===== src/rtl/audio_pkg.sv =====
// audio_pkg: shared widths, slot count and FSM state type for the I2S output stage.
package audio_pkg;
    localparam int SAMPLE_W = 16;
    localparam int PSG_W = 23;
    localparam int SLOTS = 32;
    typedef enum logic {IDLE, RUN} state_t;
endpackage


===== src/rtl/audio_sample_conv.sv =====
// audio_sample_conv: arithmetic-shift a PSG sum down to a 16-bit sample.
// Clamps to the 16-bit range when AUDIO_SATURATE_EN is defined, otherwise wraps.
module audio_sample_conv
    import audio_pkg::*;
#(
    parameter int SHIFT = 7
) (
    input  logic signed [PSG_W-1:0]    x,
    output logic        [SAMPLE_W-1:0] y
);
`ifdef AUDIO_SATURATE_EN
    localparam logic signed [PSG_W-1:0] SAT_MAX = PSG_W'(32767);
    localparam logic signed [PSG_W-1:0] SAT_MIN = PSG_W'(-32768);
    logic signed [PSG_W-1:0] s;
    always_comb begin
        s = x >>> SHIFT;
        y = s > SAT_MAX ? 16'h7FFF : s < SAT_MIN ? 16'h8000 : s[SAMPLE_W-1:0];
    end
`else
    assign y = SAMPLE_W'(x >>> SHIFT);
`endif
endmodule


===== src/rtl/audio_i2s_out.sv =====
// audio_i2s_out: paces PSG sample passes and shifts the stereo result out as I2S.
// Optional clamping of out-of-range samples is enabled by AUDIO_SATURATE_EN.
module audio_i2s_out
    import audio_pkg::*;
#(
    parameter int BCK_DIV = 8,
    parameter int SHIFT   = 7
) (
    input  logic             clk,
    input  logic             rst,
    input  logic             enable,
    input  logic [PSG_W-1:0] left_audio,
    input  logic [PSG_W-1:0] right_audio,
    output logic             next_sample,
    output logic             i2s_bck,
    output logic             i2s_lrck,
    output logic             i2s_sdata
);
    state_t                    state, state_nxt;
    logic [7:0]                div;
    logic [4:0]                slot;
    logic [2*SAMPLE_W-1:0]     w;
    logic [SAMPLE_W-1:0]       l_conv, r_conv;
    logic                      tick, fall, wrap, start;

    audio_sample_conv #(.SHIFT(SHIFT)) u_conv_l (.x(left_audio),  .y(l_conv));
    audio_sample_conv #(.SHIFT(SHIFT)) u_conv_r (.x(right_audio), .y(r_conv));

    always_comb begin
        tick      = div == 8'(BCK_DIV - 1);
        fall      = state == RUN && tick && i2s_bck;
        wrap      = fall && slot == 5'(SLOTS - 1);
        start     = enable && (state == IDLE || wrap);
        state_nxt = start ? RUN : wrap ? IDLE : state;
    end

    always_ff @(posedge clk) begin
        if (rst) state <= IDLE;
        else     state <= state_nxt;
    end

    // Slot k carries W[32-k]; slot 0 repeats the previous frame's right LSB.
    always_ff @(posedge clk) begin
        if (rst) begin
            next_sample <= 1'b0;
            w           <= '0;
            slot        <= '0;
            div         <= '0;
            i2s_bck     <= 1'b0;
            i2s_lrck    <= 1'b0;
            i2s_sdata   <= 1'b0;
        end else begin
            next_sample <= start;
            if (start) begin
                w         <= {l_conv, r_conv};
                slot      <= '0;
                div       <= '0;
                i2s_bck   <= 1'b0;
                i2s_lrck  <= 1'b0;
                i2s_sdata <= state == RUN && w[0];
            end else if (state == IDLE || wrap) begin
                slot      <= '0;
                div       <= '0;
                i2s_bck   <= 1'b0;
                i2s_lrck  <= 1'b0;
                i2s_sdata <= 1'b0;
            end else begin
                div <= tick ? 8'd0 : div + 8'd1;
                if (tick) i2s_bck <= ~i2s_bck;
                if (fall) begin
                    slot      <= slot + 5'd1;
                    i2s_lrck  <= slot >= 5'd15;
                    i2s_sdata <= w[5'(SLOTS - 1) - slot];
                end
            end
        end
    end
endmodule


===== config.mk =====
export PLATFORM = sky130hd
export DESIGN_NAME = audio_i2s_out
export DESIGN_NICKNAME = d
export VERILOG_FILES = /design/src/rtl/audio_pkg.sv /design/src/rtl/audio_sample_conv.sv /design/src/rtl/audio_i2s_out.sv
export SDC_FILE = /design/constraint.sdc
export NUM_CORES = 1
export LEC_CHECK = 0
export CORE_MARGIN = 3
export CORE_UTILIZATION = 30
export DETAILED_ROUTE_END_ITERATION = 10
export SLEW_MARGIN = 0
export SYNTH_ARGS = -nofsm -noshare
export SYNTH_HDL_FRONTEND = slang
export SYNTH_SLANG_ARGS = --single-unit

===== constraint.sdc =====
create_clock -name clk -period 2.2 [get_ports clk]
set_input_delay 0.33 -clock clk [delete_from_list [all_inputs] [get_ports clk]]
set_output_delay 0.33 -clock clk [all_outputs]
set_load 0.05 [all_outputs]

* Yosys cells after proc, flatten, opt, wreduce, memory -nomap -nowiden
Cells that the tools add are included.
** Cells by class
- Add/sub/neg operators :: 3
- Order comparisons :: 2
- Equal/unequal tests :: 2
- Multiplexer cells :: 7
- Bitwise gates (word level) :: 2
- Reduce and logical (&&, ||, !) cells :: 10
** Operators with widths (count)
- 8-bit by 1-bit adder with 8-bit output (second input constant) :: 1
- 8-bit by 3-bit equality test with 1-bit output (second input constant) :: 1
- 5-bit by 6-bit less-than comparator with 1-bit output (second input constant) :: 1
- 1-bit 2-to-1 mux :: 6
- 5-bit by 1-bit adder with 5-bit output (second input constant) :: 1
- 1-bit binary-select mux with 5-bit select :: 1
- 5-bit equality test (second input constant) :: 1
- 5-bit by 4-bit >= comparator with 1-bit output (second input constant) :: 1
- 1-bit logical AND :: 5
- 5-bit subtractor (first input constant) :: 1
- 4-bit OR reduction :: 1
- 3-bit nonzero test :: 1
- 3-bit OR reduction :: 1
- 1-bit NOT :: 2
- 2-bit nonzero test :: 1
- 1-bit logical OR :: 1
** Word-level totals
- Bits in registers :: 50
- Bits of input ports :: 49
- Output and inout port bits :: 4
- Logic and storage cells :: 34

* Logic depth before layout (Yosys ltp)
- Depth in word-level cells :: 7
- Mapped depth :: 10
- Depth with buffers taken out :: 7

* Modules after synthesis
From an unflattened synthesis, not the netlist that was laid out.
** Unflattened totals
- Cells, all modules :: 298
- Area, all modules :: 2608.8 um2
** By module, submodules not included
- audio_i2s_out :: instances 1, cells an instance 266, area each 2368.5 um2, sequential area each 1001.0 um2
- audio_sample_conv :: instances 2, cells an instance 16, area each 120.1 um2, sequential area each 0.0 um2

* Least setup slack after synthesis
Ideal clock, no wire load.
- Path kind :: flip-flop to flip-flop
- Start :: reg slot[0]
- End :: reg w[10]
- Library setup time :: 0.132 ns
- Arrival time :: 1.849 ns
- Required time :: 2.068 ns
- Setup slack :: 0.219 ns
- Cell stages (with the launch flop) :: 11
- Buffers on the path :: 3
- Clock period less this slack :: 1.981 ns
- Path through :: dfxtp_1 > ha_1 > and3_1 > ha_1 > buf_2 > nand4_4 > a21bo_1 > buf_6 > buf_8 > nand2_1 > a21oi_1
** On the way
- Longest elaborated chain between the ends :: 4
** Ends and longest elaborated chain
- from (decl) :: line audio_i2s_out.sv:21 : logic [4:0] slot;
- from (signal assigned) :: line audio_i2s_out.sv:71 : slot <= slot + 5'd1;
- 5-bit equality test :: line audio_i2s_out.sv:32 : wrap = fall && slot == 5'(SLOTS - 1);
- 1-bit logical AND :: line audio_i2s_out.sv:32
- 1-bit logical OR :: line audio_i2s_out.sv:33 : start = enable && (state == IDLE || wrap);
- 1-bit logical AND :: line audio_i2s_out.sv:33
- to (signal assigned) :: line audio_i2s_out.sv:55 : w <= {l_conv, r_conv};
- to (decl) :: line audio_i2s_out.sv:22 : logic [2*SAMPLE_W-1:0] w;
Every way passes these cells.
A chain may end at the register's enable or synchronous reset.

* Worst setup path in the final report
- Start :: reg i2s_bck
- End :: out i2s_bck
** RTL lines
- from (decl) :: line audio_i2s_out.sv:15 : output logic i2s_bck,
- from (signal assigned) :: line audio_i2s_out.sv:69 : if (tick) i2s_bck <= ~i2s_bck;
No word-level cell between the ends.

==> results.yml <==
drt:
  routedWlPerCell_um: 11.6
  routed_via_density: 4.61
  drt_wl_total_um: 4650
  ant_nets: 0
  via_count: 1850
  drt_iter0_markers: 99
  remaining_drc_errors: 0
  drtPass1Iterations: 4
synthesis:
  synth_most_common_cell: "nand2_1"
  yosysSeqAreaShare_pct: 43.5
  syn-num-nets: 318
  synthFlopType: "dfxtp_1"
  synth-async-reset-ratio_pct: 0
  synth-seq-cells: 50
  synth_area_leaders: "dfxtp_1, nand2_1, a21oi_1, mux4_2, nor2_1"
  synth_common_cells: "nand2_1, dfxtp_1, a21oi_1"
  ys_warn_count: 0
  avgSynthCellArea_um2: 8.68
  syn-instance-count: 265
  yosys.cell_types.count: 40
  synth-edff-count: 0
  synth_top_area_cell: "dfxtp_1"
  netlist_area_um2: 2300
  synth_top_area_share_pct: 43.5
hold_path:
  hold_end: "w[19]$_SDFFE_PP0P_"
  hp-class: "reg -> reg"
  holdPathStages: 2
  hp-start: "w[19]$_SDFFE_PP0P_"
clocking:
  tritoncts: "done"
  hold_buffers: 0
  htree_levels: 2
  cts_resized: 0
  cts-root-buf: "clkbuf_8"
  numCtsBuffers: 5
  clock_sink_count: 50
  clk_latency_ns: 0.29
  clk_path_buf_depth: 2
  post_cts.repair.setup_buffers: 0
  clkTransAtPathRegs_ns: 0.08
cells_and_area:
  antenna_cells: 0
  design_area_um2: 2830
  instances_no_fill: 401
  multi_input_area_um2: 1140
  regArea_um2: 1000
  fin_nets: 356
  layout-drive-gt1-share_pct: 9.93
  fill_cells: 753
  area_growth_pct: 22.9
power_and_ir_drop:
  seq_power_share_pct: 58.0
  power_density_nw_per_um2: 585
  power.switching_uw: 372
  sw_frac_of_total_pct: 22.5
  p_comb_share_pct: 10.8
  leakagePower_uw: 0.00100
  internal_power_uw: 1280
  clkPwrFrac_pct: 31.2
  ir_drop_mv: 0.287
  power_uw: 1650
timing:
  finalSetupTns_ns: 0
  tightest_slew_ns: 0.500
  period_minus_slack_ns: 1.89
  skew_ns: 0.00753
  holdWs_ns: 0.455
  finalSetupViolations: 0
  max_freq_mhz: 528
  drv_slew: 0
  slew_headroom_pct: 66.6
  rsz0062_at_grt: "false"
  period_share_pct: 86.1
  finalHoldViolCount: 0
setup_path:
  path_buf_inv: 1
  crit_fanout: 4
  crit_chain: "clkdlybuf4s50_1"
  worst_ep_required_time_ns: 1.87
  crit_type: "reg -> out"
  start_kind: "flop"
  crit_path_end_kind: "output pin"
  r2r_cells: 8
  r2r_slack_ns: 0.31
  cp_data_arrival_time_ns: 1.56
  timing.rr.end: "w[0]$_SDFFE_PP0P_"
  crit_path_max_incr_delay_ns: 0.84
  cp.depth: 1
  cp_top_family: "buffers and inverters"
  r2r-start: "slot[1]$_SDFFE_PP0P_"
  cpMaxStageDelayCell: "clkdlybuf4s50_1"
placed_design:
  place_area_um2: 2750
  dp_hpwl_um: 3410
  placed_cells: 395
  gp_congestion: 0.765
  io_buffers: 38
global_routing:
  grt_max_degree: 35
  grtUsageTotal_pct: 11.2
  grt_pass1_wl_um: 7800
  grt-ovfl-total: 0
  antenna_found_initial: 0
  first_global_vias: 1710
die:
  dieArea_um2: 8760
  die_x_um: 93.6
  io_pins: 53
  start_util_pct: 31.4
  core_region_area_um2: 7330
  rows: 31
  die_h_um: 93.6
job:
  cap_violations: 0
run_status:
  status: "complete, no violations"
## worst max-delay path by stage
stage	endpoint	slack, ns	start
3_5_place_dp	w[0]$_SDFFE_PP0P_	0.32	slot[1]$_SDFFE_PP0P_
5_1_grt	w[5]$_SDFFE_PP0P_	0.13	slot[1]$_SDFFE_PP0P_
6_report	i2s_bck	0.31	i2s_bck$_SDFFE_PP0N_
2_1_floorplan	w[10]$_SDFFE_PP0P_	0.22	slot[0]$_SDFFE_PP0P_
4_1_cts	i2s_bck	0.28	i2s_bck$_SDFFE_PP0N_
3_3_place_gp	w[0]$_SDFFE_PP0P_	0.33	slot[1]$_SDFFE_PP0P_
## sequential cells by signal, indices dropped and copies added (netlist names)
| signal | cells |
|---|---|
| w | 32 |
| slot | 5 |
| i2s_lrck | 1 |
| next_sample | 1 |
| div | 8 |
| i2s_bck | 1 |
| i2s_sdata | 1 |
| state | 1 |
## cells by family (layout without fill, tap and decap cells)
| group | count (synthesis) | after routing | share of synthesized area, % |
|---|---|---|---|
| AOI/OAI and AO/OA | 54 | 54 | 14.2 |
| xor gates and xnor gates | 7 | 7 | 2.66 |
| adders and majority gates | 4 | 4 | 2.18 |
| buffers and inverters | 22 | 59 | 6.85 |
| DFF | 50 | 50 | 43.5 |
| muxes | 10 | 10 | 6.58 |
| and+or+nand+nor | 118 | 118 | 24.0 |
## power by group through the flow
stage               sequential (uW)  combinational, uW  clock (uW)
CTS                             960                182         538
global placement                980                180           0
finish                          960                179         516
detailed placement              982                181           0
floorplan                       980                110           0
global route                    965                200         576
## tightest hold or removal path: stages (launching register included)
cell and delay, ns:
dfxtp_1 0.31, nand2_1 0.05, a21oi_1 0.05
## layout make-up
type | instances | area share (%)
inverters | 4 | 0.531
multi-input cells | 193 | 40.4
repair buffers | 49 | 16.4
clock buffers | 6 | 2.92
well taps | 99 | 4.38
flip-flops and latches | 50 | 35.4
## placed cells by master (no fill, tap or decap), types with 2 or more instances in the layout
master	n
nand2_1	70
dfxtp_1	50
a21oi_1	38
clkdlybuf4s50_1	38
nor2_1	18
buf_4	11
nand3_1	7
clkbuf_8	6
mux2i_1	5
inv_1	4
xor2_1	4
nor2b_1	4
mux4_2	4
ha_1	4
and3_1	3
nand2b_1	3
xnor2_1	3
a311oi_1	3
nor3_1	3
o21ai_0	3
a21oi_2	2
nor3b_1	2
a2111oi_0	2
## routing by layer
layer	global-route usage (%)	share of wire, %	vias up	wire [um]
met5	0	0	-	0
met4	3.97	1.6	0	76
met2	18.3	47	29	2180
met1	14.1	47	842	2210
met3	3.14	4.1	6	192
li1	-	-	973	-
## metrics by stage
| step | setup WS [ns] | util (%) |
|---|---|---|
| finish | 0.307 | 38.6 |
| global route | 0.129 | 38.6 |
| CTS | 0.281 | 38.6 |
| detailed placement | 0.316 | 37.4 |
| global placement | 0.330 | 37.4 |
| floorplan | 0.219 | - |
Note: power is estimated with default switching activity, not from simulation.
